File: config.mk
export PLATFORM = sky130hd
export DESIGN_NAME = fifo_level
export DESIGN_NICKNAME = d
export VERILOG_FILES = /design/src/rtl/fifo_level.sv
export SDC_FILE = /design/constraint.sdc
export NUM_CORES = 1
export LEC_CHECK = 0
export BUFFER_PORTS_ARGS = -buffer_cell sky130_fd_sc_hd__buf_2
export CAP_MARGIN = 10
export CORE_MARGIN = 2
export CORE_UTILIZATION = 50
export DETAILED_ROUTE_END_ITERATION = 6
export GPL_TIMING_DRIVEN = 0
export PLACE_DENSITY = 0.67
export SYNTH_ARGS = -nofsm -noshare
export SYNTH_HDL_FRONTEND = slang
export SYNTH_SLANG_ARGS = --single-unit
File: constraint.sdc
create_clock -name clk -period 8.05 [get_ports clk]
set_input_delay 0 -clock clk [delete_from_list [all_inputs] [get_ports clk]]
set_output_delay 0 -clock clk [all_outputs]
set_load 0.005 [all_outputs]
File: src/rtl/fifo_level.sv
// Occupancy-tracked FIFO with almost-full/empty thresholds, sticky error flags
// and a choice of first-word fall-through or registered read data.
module fifo_level #(
  parameter int SIZE               = 16,
  parameter int DATA_WIDTH         = 32,
  parameter int ALMOST_FULL_LEVEL  = SIZE - 2,
  parameter int ALMOST_EMPTY_LEVEL = 2,
  parameter int FWFT               = 1,
  localparam int CW = $clog2(SIZE + 1),
  localparam int PW = $clog2(SIZE)
) (
  input  logic                  clk,
  input  logic                  rst_n,
  input  logic                  flush,
  input  logic                  enqueue,
  input  logic                  dequeue,
  input  logic [DATA_WIDTH-1:0] back,
  input  logic                  clearErrors,
  output logic [DATA_WIDTH-1:0] front,
  output logic                  full,
  output logic                  empty,
  output logic                  almostFull,
  output logic                  almostEmpty,
  output logic [CW-1:0]         count,
  output logic                  overflow,
  output logic                  underflow
);

  logic [DATA_WIDTH-1:0] mem [SIZE];
  logic [PW-1:0]         wr_ptr_reg;
  logic [PW-1:0]         rd_ptr_reg;
  logic [CW-1:0]         count_reg;
  logic                  overflow_reg;
  logic                  underflow_reg;
  logic                  enq_ok;
  logic                  deq_ok;
  logic                  overflow_set;
  logic                  underflow_set;

  function automatic logic [PW-1:0] ptr_inc(input logic [PW-1:0] p);
    return (p == PW'(SIZE - 1)) ? '0 : p + 1'b1;
  endfunction

  assign full        = (count_reg == CW'(SIZE));
  assign empty       = (count_reg == '0);
  assign almostFull  = (int'(count_reg) >= ALMOST_FULL_LEVEL);
  assign almostEmpty = (int'(count_reg) <= ALMOST_EMPTY_LEVEL);
  assign count       = count_reg;
  assign overflow    = overflow_reg;
  assign underflow   = underflow_reg;

  // A dequeue frees the slot a same-cycle enqueue into a full FIFO needs;
  // nothing commits while reset is held.
  assign enq_ok = rst_n && !flush && enqueue && (!full || dequeue);
  assign deq_ok = rst_n && !flush && dequeue && !empty;

  assign overflow_set  = enqueue && full && !dequeue && !flush;
  assign underflow_set = dequeue && empty && !flush;

  always_ff @(posedge clk or negedge rst_n) begin
    if (!rst_n) begin
      wr_ptr_reg <= '0;
      rd_ptr_reg <= '0;
      count_reg  <= '0;
    end else if (flush) begin
      wr_ptr_reg <= '0;
      rd_ptr_reg <= '0;
      count_reg  <= '0;
    end else begin
      if (enq_ok) wr_ptr_reg <= ptr_inc(wr_ptr_reg);
      if (deq_ok) rd_ptr_reg <= ptr_inc(rd_ptr_reg);
      unique case ({enq_ok, deq_ok})
        2'b10:   count_reg <= count_reg + 1'b1;
        2'b01:   count_reg <= count_reg - 1'b1;
        default: count_reg <= count_reg;
      endcase
    end
  end

  // Setting outranks clearing so an error in the clearing cycle is not lost.
  always_ff @(posedge clk or negedge rst_n) begin
    if (!rst_n) begin
      overflow_reg  <= 1'b0;
      underflow_reg <= 1'b0;
    end else begin
      if (overflow_set)     overflow_reg <= 1'b1;
      else if (clearErrors) overflow_reg <= 1'b0;
      if (underflow_set)     underflow_reg <= 1'b1;
      else if (clearErrors)  underflow_reg <= 1'b0;
    end
  end

  always_ff @(posedge clk) begin
    if (enq_ok) mem[wr_ptr_reg] <= back;
  end

  generate
    if (FWFT != 0) begin : g_fwft
      assign front = mem[rd_ptr_reg];
    end else begin : g_registered
      logic [DATA_WIDTH-1:0] front_reg;
      always_ff @(posedge clk or negedge rst_n) begin
        if (!rst_n)      front_reg <= '0;
        else if (deq_ok) front_reg <= mem[rd_ptr_reg];
      end
      assign front = front_reg;
    end
  endgenerate

endmodule

==> impl_metrics.csv <==
group,metric,value,unit
clocking,ctsHoldBuffers,39,
setup_path,worstPathArrival,3.29,ns
finish,seqCellArea,15800,sq um
timing,hold_viol_final,0,
logic_synthesis,yosysSeqAreaShare,0.776,
logic_synthesis,avgSynthCellArea,24.2,sq um
logic_synthesis,yosysMostFrequentCell,"edfxtp_1",
logic_synthesis,synth_edf_count,512,
die,die_y,205,um
setup_path,worst-setup-path-type,"reg -> out",
setup_path,cp.required,8.05,ns
setup_path,endpoint_kind,"output pin",
setup_path,cp_max_fo,10,
logic_synthesis,synth_area,20300,sq um
logic_synthesis,synth_seq_cells,527,
logic_synthesis,yosys_warnings,0,
timing,fin_hold_ws,0.237,ns
logic_synthesis,synthDistinctLibCells,44,
clocking,cts_setup_buffers,0,
routing,viasPerCell,5.91,
run_status,status,"finished clean",
clocking,cts_num_sinks,527,
finish,syn2layout_area_growth,17.0,%
grt,antenna_found_initial,0,
clocking,cts_tree,"yes",
placed_design,place_congestion,0.765,
flow_run,max_cap_violations,0,
logic_synthesis,ys_top_cells_by_area,"edfxtp_1 76%, mux4_2 18%, dfrtp_1 1.9%",
routing,first_iter_violations,988,
grt,grt_pass1_vias,9961,
timing,final_max_slew_viol_count,0,
clocking,post_cts_resized,0,
timing,max_freq,304,MHz
die,dieWidth,205,um
routing,drt-total-wl,44000,um
finish,multi_input_area,4320,sq um
placed_design,portBuffers,80,
die,rows,73,
grt,grt_usage,0.218,
logic_synthesis,async_flop_share,0.0285,
clocking,clk_latency,0.57,ns
worst_hold_path,hold_class,"in -> reg",
finish,largest_register_ffs,512,
grt,gr-total-overflow,0,
finish,antennaDiodeCount,0,
timing,grt_setup_unrepaired,"false",
placed_design,dp_hpwl,26000,um
finish,fill_cells,2803,
routing,vias,9499,
clocking,cts_made_buffers,52,
timing,min_period_over_period,0.408,
timing,period_needed,3.29,ns
power,vdd_drop_max,0.130,mV
timing,final-setup-viol-count,0,
logic_synthesis,yosys.area.top_type,"edfxtp_1",
logic_synthesis,synth_common_cells,"512 x edfxtp_1, 160 x mux4_2, 19 x nor2_1",
clocking,htreeDepth,2,
power,power_density,226,nW/um^2
timing,clock_skew,0.0187,ns
finish,drive_gt1_frac,0.340,
routing,antenna_left,0,
setup_path,cp-start-kind,"flop",
logic_synthesis,synth_top_area_share,0.758,
routing,detail_route.wl_per_cell,27.4,um
logic_synthesis,syn-instance-count,839,
die,die-area,42200,sq um
clocking,clk_path_buf_depth,3,
die,start_util,0.508,
grt,grt_first_pass_wirelength,65100,um
timing,tns,0,ns
grt,grt_max_degree,26,
finish,fin_nets,1087,
logic_synthesis,synth_nets,884,
finish,fin_cells,1607,
timing,tightestPinTransition,1.13,ns
power,power.leakage,7.47,nW
die,ios,81,
die,coreArea,39900,sq um
routing,first_pass_iters,5,
routing,drc,0,
timing,slew_headroom,0.248,
placed_design,dpl.cell_count,1473,
clocking,cts_root_buffer,"clkbuf_16",
logic_synthesis,synth_flop_cell,"edfxtp_1",
clocking,clkTransAtPathRegs,0.06,ns
cell usage in the layout, fill, tap and decap left out, drive strengths merged, types with 2 or more instances in the layout:
cell,count
edfxtp,512
mux4,160
buf,138
clkbuf,83
dlygate4sd3,39
clkinv,23
nor2,19
dfrtp,15
inv,14
nand2,10
and2,9
a21oi,7
ha,7
a31oi,5
o21ai,5
nor3,4
mux2i,4
xor2,3
nand3b,2
xnor2,2
or4,2
critical path, cell delays in order (launching register included):
cell	delay [ns]
dfrtp_1	0.39
clkbuf_1	0.21
buf_2	0.26
buf_1	0.76
mux4_2	0.41
mux4_2	0.52
buf_2	0.15
worst paths after layout:
check,from,end,slack [ns],cells after the start
min in group asynchronous,rst_n,wr_ptr_reg[1]$_DFFE_PN0P_,0.61,3
worst min-delay path,flush,rd_ptr_reg[3]$_DFFE_PN0P_,0.24,3
worst max register to register,count[0]$_DFFE_PN0P_,mem[7][17]$_DFFE_PP_,4.93,6
worst min register to register,overflow$_DFFE_PN0P_,overflow$_DFFE_PN0P_,0.61,2
worst max-delay path,rd_ptr_reg[1]$_DFFE_PN0P_,front[9],4.76,6
max in group asynchronous,rst_n,rd_ptr_reg[1]$_DFFE_PN0P_,6.97,3
through the flow:
stage	worst slack (ns)	area (sq um)	power, mW	util
2_1_floorplan	4.24	20300	3.16	-
3_3_place_gp	0.825	21300	3.23	0.535
3_5_place_dp	4.90	21800	3.23	0.547
4_1_cts	4.77	23700	5.41	0.594
5_1_grt	4.68	23700	5.52	0.595
6_report	4.76	23700	5.37	0.595
final cells by class:
type	instances	share of cell area
repair buffers	149	0.0520
plain buffers	43	0.0101
multi-input cells	258	0.182
clock buffers	68	0.0582
inverters	11	0.00174
well taps	525	0.0277
flip-flops and latches	527	0.663
clock inverters	26	0.00501
layer usage:
layer | wire length [um] | GRT usage | up-vias | share of wire
met4 | 737 | 0.0514 | 0 | 0.017
met5 | 0 | 0 | - | 0
met2 | 21600 | 0.355 | 371 | 0.49
li1 | - | - | 4016 | -
met1 | 18700 | 0.313 | 5055 | 0.43
met3 | 2970 | 0.0371 | 57 | 0.068
where the power goes:
group	switching (mW)	leakage (nW)	internal (mW)	total [mW]
Clock	0.972	0.729	1.20	2.17
Sequential	0.00488	4.81	3.02	3.02
Combinational	0.0915	1.92	0.0777	0.169
Total	1.07	7.47	4.30	5.37
cell families after synthesis:
group	share of synthesized area
AND/OR/NAND/NOR	0.0138
XOR/XNOR	0.00216
AO/OA/AOI/OAI	0.00993
adder cells (fa/ha/maj)	0.00432
flip-flops	0.776
multiplexers	0.180
buffers and inverters	0.0139
No activity file was read; power rests on OpenSTA's default activity.
